===== src/rtl/bus_dma_copy.sv =====
// Bus DMA copy engine: second initiator on the shared request bus. Each element is one read request then one write request.
// Optional DMA_CHECKSUM_EN adds a `checksum` output holding the running sum of every element read.
module bus_dma_copy #(
  parameter int TIMEOUT_CYCLES = 1024,
  parameter int LEN_W          = 16
) (
  input  logic             clk,
  input  logic             reset,
  input  logic             start,
  input  logic [31:0]      src_addr,
  input  logic [31:0]      dst_addr,
  input  logic [LEN_W-1:0] length,
  input  logic [1:0]       xfer_size,
  input  logic             grant,
  output logic [31:0]      address,
  output logic             rw_req,
  output logic             rw,
  output logic [31:0]      write_data,
  output logic [1:0]       size,
  input  logic [31:0]      read_data,
  input  logic             data_valid,
  output logic             busy,
  output logic             done,
  output logic             error,
  output logic [LEN_W-1:0] count
`ifdef DMA_CHECKSUM_EN
  ,
  output logic [31:0]      checksum
`endif
);

  typedef enum logic [2:0] {IDLE, RD, RGAP, WR, WGAP, FIN} state_t;

  localparam int               TMR_W    = $clog2(TIMEOUT_CYCLES + 1);
  localparam logic [TMR_W-1:0] TMR_LAST = TMR_W'(TIMEOUT_CYCLES - 1);

  state_t           state_reg, state_next;
  logic [31:0]      src_reg, dst_reg, data_reg;
  logic [LEN_W-1:0] len_reg, count_reg;
  logic [1:0]       size_reg;
  logic [TMR_W-1:0] timer_reg;
  logic             held_reg, busy_reg, done_reg, error_reg;
  logic             req_phase, xfer_ok, xfer_timeout;
  logic [31:0]      step;

  assign req_phase    = (state_reg == RD) || (state_reg == WR);
  assign step         = 32'd1 << size_reg;
  // A completion in the expiry cycle wins over the timeout.
  assign xfer_ok      = rw_req && data_valid;
  assign xfer_timeout = rw_req && !data_valid && (timer_reg == TMR_LAST);

  always_ff @(posedge clk) begin
    if (reset) state_reg <= IDLE;
    else       state_reg <= state_next;
  end

  always_comb begin
    state_next = state_reg;
    case (state_reg)
      IDLE: if (start) state_next = (length == '0) ? FIN : RD;
      RD: begin
        if (xfer_ok)           state_next = RGAP;
        else if (xfer_timeout) state_next = FIN;
      end
      RGAP: state_next = WR;
      WR: begin
        if (xfer_ok)           state_next = WGAP;
        else if (xfer_timeout) state_next = FIN;
      end
      WGAP:    state_next = (count_reg == len_reg) ? FIN : RD;
      FIN:     state_next = IDLE;
      default: state_next = IDLE;
    endcase
  end

  // A request may only begin while granted; once up it is held until completion or timeout.
  always_comb begin
    rw_req     = req_phase && (held_reg || grant);
    rw         = rw_req && (state_reg == WR);
    address    = '0;
    write_data = '0;
    size       = '0;
    if (rw_req) begin
      address = (state_reg == WR) ? dst_reg : src_reg;
      size    = size_reg;
      if (state_reg == WR) write_data = data_reg;
    end
  end

  always_ff @(posedge clk) begin
    if (reset) begin
      src_reg   <= '0;
      dst_reg   <= '0;
      data_reg  <= '0;
      len_reg   <= '0;
      count_reg <= '0;
      size_reg  <= '0;
      timer_reg <= '0;
      held_reg  <= 1'b0;
      busy_reg  <= 1'b0;
      done_reg  <= 1'b0;
      error_reg <= 1'b0;
    end else begin
      done_reg <= 1'b0;
      case (state_reg)
        IDLE: begin
          if (start) begin
            src_reg   <= src_addr;
            dst_reg   <= dst_addr;
            len_reg   <= length;
            size_reg  <= (xfer_size == 2'b11) ? 2'b10 : xfer_size;
            count_reg <= '0;
            error_reg <= 1'b0;
            busy_reg  <= 1'b1;
            timer_reg <= '0;
            held_reg  <= 1'b0;
          end
        end
        RD, WR: begin
          if (xfer_ok || xfer_timeout) begin
            held_reg  <= 1'b0;
            timer_reg <= '0;
          end else if (rw_req) begin
            held_reg  <= 1'b1;
            timer_reg <= timer_reg + 1'b1;
          end
          if (xfer_timeout) error_reg <= 1'b1;
          if (xfer_ok && state_reg == RD) data_reg <= read_data;
          if (xfer_ok && state_reg == WR) begin
            count_reg <= count_reg + 1'b1;
            src_reg   <= src_reg + step;
            dst_reg   <= dst_reg + step;
          end
        end
        FIN: begin
          busy_reg <= 1'b0;
          done_reg <= 1'b1;
        end
        default: ;
      endcase
    end
  end

  assign busy  = busy_reg;
  assign done  = done_reg;
  assign error = error_reg;
  assign count = count_reg;

`ifdef DMA_CHECKSUM_EN
  logic [31:0] checksum_reg, read_ext;

  always_comb begin
    case (size_reg)
      2'b00:   read_ext = {24'h0, read_data[7:0]};
      2'b01:   read_ext = {16'h0, read_data[15:0]};
      default: read_ext = read_data;
    endcase
  end

  always_ff @(posedge clk) begin
    if (reset)                             checksum_reg <= '0;
    else if (state_reg == IDLE && start)   checksum_reg <= '0;
    else if (state_reg == RD && xfer_ok)   checksum_reg <= checksum_reg + read_ext;
  end

  assign checksum = checksum_reg;
`endif

endmodule


===== config.mk =====
export PLATFORM = sky130hd
export DESIGN_NAME = bus_dma_copy
export DESIGN_NICKNAME = d
export VERILOG_FILES = /design/src/rtl/bus_dma_copy.sv
export SDC_FILE = /design/constraint.sdc
export NUM_CORES = 1
export LEC_CHECK = 0
export ABC_CLOCK_PERIOD_IN_PS = 3000
export BUFFER_PORTS_ARGS = -buffer_cell sky130_fd_sc_hd__clkbuf_2
export CAP_MARGIN = 20
export CORE_ASPECT_RATIO = 1.25
export CORE_MARGIN = 3
export CORE_UTILIZATION = 55
export CTS_CLUSTER_SIZE = 14
export DETAILED_ROUTE_END_ITERATION = 10
export GPL_TIMING_DRIVEN = 0
export PLACE_DENSITY = 0.82
export SLEW_MARGIN = 20
export SYNTH_ARGS = -nofsm -noshare
export SYNTH_HDL_FRONTEND = slang
export SYNTH_SLANG_ARGS = --single-unit

===== constraint.sdc =====
create_clock -name clk -period 3 [get_ports clk]
set_input_delay 0.3 -clock clk [delete_from_list [all_inputs] [get_ports clk]]
set_output_delay 0.3 -clock clk [all_outputs]
set_load 0.01 [all_outputs]

# Word-level counts from Yosys, hierarchy flattened
# Cells that the tools add are included.
dict set report op_classes {
  add_sub_neg 4
  n_eq_ne 12
  n_shift 1
  muxes 35
  n_reduce_logical 22
}
# operator count
set op_table {}
lappend op_table {{32-bit 2-to-1 mux} 8}
lappend op_table {{32-bit case mux with 2 select lines} 2}
lappend op_table {{32-bit adder} 2}
lappend op_table {{11-bit 2-to-1 mux} 3}
lappend op_table {{16-bit 2-to-1 mux} 2}
lappend op_table {{16-bit case mux with 2 select lines} 1}
lappend op_table {{1-bit by 2-bit left shift with 32-bit output, first input constant} 1}
lappend op_table {{11-bit case mux with 2 select lines} 1}
lappend op_table {{3-bit 2-to-1 mux} 6}
lappend op_table {{16-bit by 1-bit adder with 16-bit output, second input constant} 1}
lappend op_table {{16-bit equality test} 1}
lappend op_table {{16-bit logical NOT} 1}
lappend op_table {{3-bit case mux with 5 select lines} 1}
lappend op_table {{11-bit by 1-bit adder with 11-bit output, second input constant} 1}
lappend op_table {{11-bit by 10-bit equality test with 1-bit output, second input constant} 1}
lappend op_table {{3-bit AND reduction} 3}
lappend op_table {{1-bit logical AND} 7}
lappend op_table {{3-bit by 2-bit equality test with 1-bit output, second input constant} 2}
lappend op_table {{3-bit equality test, second input constant} 2}
lappend op_table {{1-bit 2-to-1 mux} 6}
lappend op_table {{2-bit != test, second input constant} 3}
lappend op_table {{1-bit case mux with 2 select lines} 3}
lappend op_table {{2-bit AND reduction} 3}
lappend op_table {{2-bit 2-to-1 mux} 2}
lappend op_table {{other kinds (8)} 11}
dict set report totals {
  register_bits 148
  wordCells 86
}

# Logic depth before layout (Yosys ltp)
dict set report logic_depth {
  word_depth 8
  mapped_depth 11
}

# Least setup slack after synthesis
# OpenSTA, ideal clock, no wires.
dict set report synth_timing {
  path_type {register to register}
  startpoint {register size_reg[0]}
  endpoint {register src_reg[30]}
  setup_time_ns 0.074
  arrival_time_ns 2.366
  required_time_ns 2.926
  path_slack_ns 0.559
  stages_incl_launch_ff 10
  synth_period_minus_slack_ns 2.441
  cell_sequence {dfxtp_1 buf_4 and2_1 ha_1 o21a_1 o221ai_1 or3_1 clkbuf_1 or4b_1 a31oi_1}
}
dict set report synth_between {
  elab_chain_len 4
}
# element line
set synth_rtl {}
lappend synth_rtl {{start, declared} 40} ;# logic [1:0] size_reg;
lappend synth_rtl {{start signal, assigned} 111} ;# size_reg <= (xfer_size == 2'b11) ? 2'b10 : xfer_size;
lappend synth_rtl {{1-bit by 2-bit left shift with 32-bit output} 47} ;# assign step = 32'd1 << size_reg;
lappend synth_rtl {{32-bit adder} 131} ;# src_reg <= src_reg + step;
lappend synth_rtl {{32-bit 2-to-1 mux} 129} ;# if (xfer_ok && state_reg == WR) begin
lappend synth_rtl {{32-bit case mux with 2 select lines} 105} ;# case (state_reg)
lappend synth_rtl {{end signal, assigned} 108} ;# src_reg <= src_addr;
lappend synth_rtl {{end signal, assigned} 131}
lappend synth_rtl {{end, declared} 38} ;# logic [31:0] src_reg, dst_reg, data_reg;
# No other way between the ends. The select of a mux whose other input is x is not followed.
# A chain may end at the register's enable or synchronous reset.

# Worst setup path in the final report
dict set report layout_timing {
  startpoint {register held_reg}
  endpoint {output port write_data[29]}
}
dict set report layout_between {
  elab_chain_len 3
}
# element line
set layout_rtl {}
lappend layout_rtl {{start, declared} 42} ;# logic held_reg, busy_reg, done_reg, error_reg;
lappend layout_rtl {{start signal, assigned} 99} ;# held_reg <= 1'b0;
lappend layout_rtl {{start signal, assigned} 116} ;# held_reg <= 1'b0;
lappend layout_rtl {{start signal, assigned} 121} ;# held_reg <= 1'b0;
lappend layout_rtl {{1-bit logical OR} 78} ;# rw_req = req_phase && (held_reg || grant);
lappend layout_rtl {{1-bit logical AND} 78}
lappend layout_rtl {{32-bit 2-to-1 mux} 83} ;# if (rw_req) begin
lappend layout_rtl {{end, declared} 18} ;# output logic [31:0] write_data,
# No other way between the ends.

==> summary.md <==
| Metric | Value |
|---|---|
| Wire length of the first global-routing pass | 52.1 mm |
| Initial antenna violation count | 0 |
| Skew-Pair Late Insertion Delay | 0.44 ns |
| Leading cell types by total area after synthesis | dfxtp_1, nand2_1, a21oi_1, and3_1, nor2_1 |
| Area Growth Syn to Fin | 22.0% |
| Cells along the critical path | or2_2 -> clkbuf_1 -> nand2_2 -> clkinvlp_4 -> clkbuf_2 -> and3_1 -> clkbuf_2 |
| ANT nets after route | 0 |
| Final core utilization | 0.695 |
| Initial core utilization | 0.570 |
| Syn nets | 1257 |
| Worst path required time | 2.70 ns |
| Area after detailed placement | approximately 10000 um2 |
| Count of routing violations after the opening detailed-route iteration | 1603 |
| Power per cell area | 493 nW/um2 |
| DRC | 0 |
| Count of buffering cells on the critical path with inverters included | 4 |
| Synth warn | 0 |
| Clock transition at the registers of the reported paths | 0.06 ns |
| Routability-driven placement congestion ratio | about 1.0 |
| Largest stage delay on the critical path | 0.33 ns |
| Post-route cell area | 10600 um2 |
| Final Slew Violations | 0 |
| Setup repair after global routing missed its margin | no |
| Family of cells with the greatest summed delay on the critical path | buffers and inverters |
| Leftover overflow at the end of global routing | 0 |
| Library cell with the highest instance count after synthesis | nand2_1 |
| Share of layout cells above drive strength 1 | 0.226 |
| Worst clock skew | 0.0184 ns |
| Cells after synthesis | 1128 |
| Worst R2R Setup Slack | 0.10 ns |
| Via count | 10402 |
| Number of buffers between clock root and the deepest sink | 2 |
| Root buffer selected by CTS | clkbuf_16 |
| Leakage component of the power | roughly 4.2 nW |
| Maximum level of the CTS H-tree | 4 |
| Average detailed-routed wire length per instance | 21.7 um |
| Number of buffers added by the clock tree synthesis step | 17 |
| Post-detailed-route via-to-cell ratio | 6.63 |
| Type of the most critical hold path | input port to flop |
| Die extent in x | 118 um |
| Final Hold Viols | 0 |
| Slew at the pin with the worst max-slew slack | ~0.90 ns |
| Total wire length after detailed routing | 34.1 mm |
| Worst slew margin relative to its limit | 0.400 |
| Critical path's slowest cell | clkinvlp_4 |
| Max-cap violation count | 0 |
| Yosys reg bits | 148 |
| EDFF count, synth | 0 |
| Detailed placement HPWL | 24.6 mm |
| Number of fill cells in the layout | 1369 |
| Area of the core | roughly 15000 um2 |
| Vias in the first global route | 9975 |
| Ys async rst share | 0 |
| Maximum frequency from static timing analysis | 0.341 GHz |
| Cell area after synthesis | 8700 um2 |
| Detailed-router iteration count before antenna repair | 7 |
| Overall routing resource usage | 0.375 |
| Cell mode on critical path | clkbuf_2 |
| Number of distinct library cell variants in the gate-level netlist after synthesis | 76 |
| Most frequent cells after synthesis | nand2_1, dfxtp_1, a21oi_1, nor2_1, clkbuf_1 |
| Ant diodes | 0 |
| Placement row count | 50 |
| Clock tree from TritonCTS | yes |
| Boundary Pins | 206 |
| Prevailing post-synth register cell | dfxtp_1 |
| Element type at the critical path start | flop |
| Number of hold buffers added after CTS | 0 |
| Number of endpoints failing setup at the final stage | 0 |
| Vert. Die Dim | 147 um |
| Final layout net count | roughly 1500 |
| Status | finished, final reports clean |
| Area share of the largest cell type after synthesis | 0.341 |
| Biggest area consumer among synthesized cells | dfxtp_1 |
| Final Critical Period | 2.93 ns |
| Kind of end point of the critical path | output port |
| Sequential element share of the synthesized area | 0.341 |
| Start-to-end type of the worst setup path | flop to output port |
| Max rail drop VDD | 0.000397 V |
| Port buffer count | 203 |
| Signal arrival time at the worst endpoint | 2.63 ns |
| Largest fanout of any net on the critical path | 12 |
| Maximum number of pins on one net before global-route repair | 17 |
| Sink count of the clock tree | 148 |
| Die footprint | 17400 um2 |
| Period utilisation layout | 0.978 |
| Buffers inserted by post-CTS timing repair | 0 |
| Post-synthesis area per instance | 7.71 um2 |
==> kinds of logic after synthesis <==
group | Yosys count | synth area share
simple gates | 494 | 0.288
compound gates | 321 | 0.260
flops | 148 | 0.341
buf+inv | 112 | 0.0525
xor+xnor | 33 | 0.0332
fa+ha+maj | 11 | 0.0157
mux | 9 | 0.0106
==> tightest hold or removal path: stages <==
cell      delay (ns)
clkbuf_2        0.08
nand2_1         0.04
a21oi_1         0.05
==> cell usage in the layout, fill, tap and decap left out, drive strengths merged, types with 14 or more instances in the layout <==
| cell type | n |
|---|---|
| o221a | 27 |
| xor2 | 14 |
| xnor2 | 19 |
| nand2 | 169 |
| nor3 | 25 |
| o21ai | 43 |
| buf | 21 |
| nor4 | 14 |
| nor2 | 81 |
| nand3 | 35 |
| clkbuf | 298 |
| a31oi | 22 |
| a211oi | 16 |
| dfxtp | 148 |
| and2 | 15 |
| inv | 18 |
| or3 | 21 |
| a21oi | 95 |
| nand4 | 29 |
| o211ai | 20 |
| and3 | 56 |
==> cell type report <==
| class | instances | area (um2) | area share |
|---|---|---|---|
| Buffer | 96 | 412 | 0.0388 |
| Clock inverter | 12 | 144 | 0.0136 |
| Tap cell | 208 | 260 | 0.0245 |
| Clock buffer | 20 | 457 | 0.0430 |
| Sequential cell | 148 | 2960 | 0.279 |
| Timing Repair Buffer | 203 | 1020 | 0.0958 |
| Inverter | 15 | 60.1 | 0.00566 |
| Multi-Input combinational cell | 868 | 5300 | 0.499 |
==> metal layers <==
| metal | share of wire | global-route usage | routed length [um] | vias to the layer above |
|---|---|---|---|---|
| met4 | 0.072 | 0.242 | 2450 | 0 |
| li1 | - | - | - | 4659 |
| met5 | 0 | 0 | 0 | - |
| met2 | 0.44 | 0.583 | 14900 | 824 |
| met1 | 0.36 | 0.447 | 12200 | 4697 |
| met3 | 0.13 | 0.118 | 4500 | 222 |
==> repair_timing <==
action / CTS / global route
pin swaps: 0 / 0
gates cloned: 0 / 0
endpoints found under the setup margin: 67 / 29
gates resized for setup: 10 / 13
==> per-stage QoR <==
step | cells | setup TNS (ns) | setup slack, ns | total power, mW | hold slack (ns)
floorplan | 1128 | 0 | 0.559 | 2.67 | 0.432
global placement | 1539 | -0.364 | -0.0578 | 2.99 | 0.437
detailed placement | 1539 | -0.716 | -0.108 | 3.01 | 0.442
CTS | 1570 | 0 | 0.0276 | 5.17 | 0.0777
global route | 1570 | 0 | 0.00666 | 5.36 | 0.0906
finish | 1570 | 0 | 0.0669 | 5.23 | 0.0829
==> report_power, final <==
| part | internal, mW | switching (mW) |
|---|---|---|
| combinational | 0.289 | 0.539 |
| sequential | 2.07 | 0.124 |
| clock | 1.29 | 0.921 |
==> final timing paths <==
check	from	to	cells after the start
setup / recovery	held_reg$_SDFFE_PP0P_	write_data[29]	7
setup reg to reg	state_reg[1]$_SDFFE_PP0P_	dst_reg[9]$_SDFFE_PP0P_	7
hold / removal	read_data[17]	data_reg[17]$_SDFFE_PP0P_	3
hold reg to reg	data_reg[7]$_SDFFE_PP0P_	data_reg[7]$_SDFFE_PP0P_	2
Note: power is estimated with default switching activity, not from simulation.
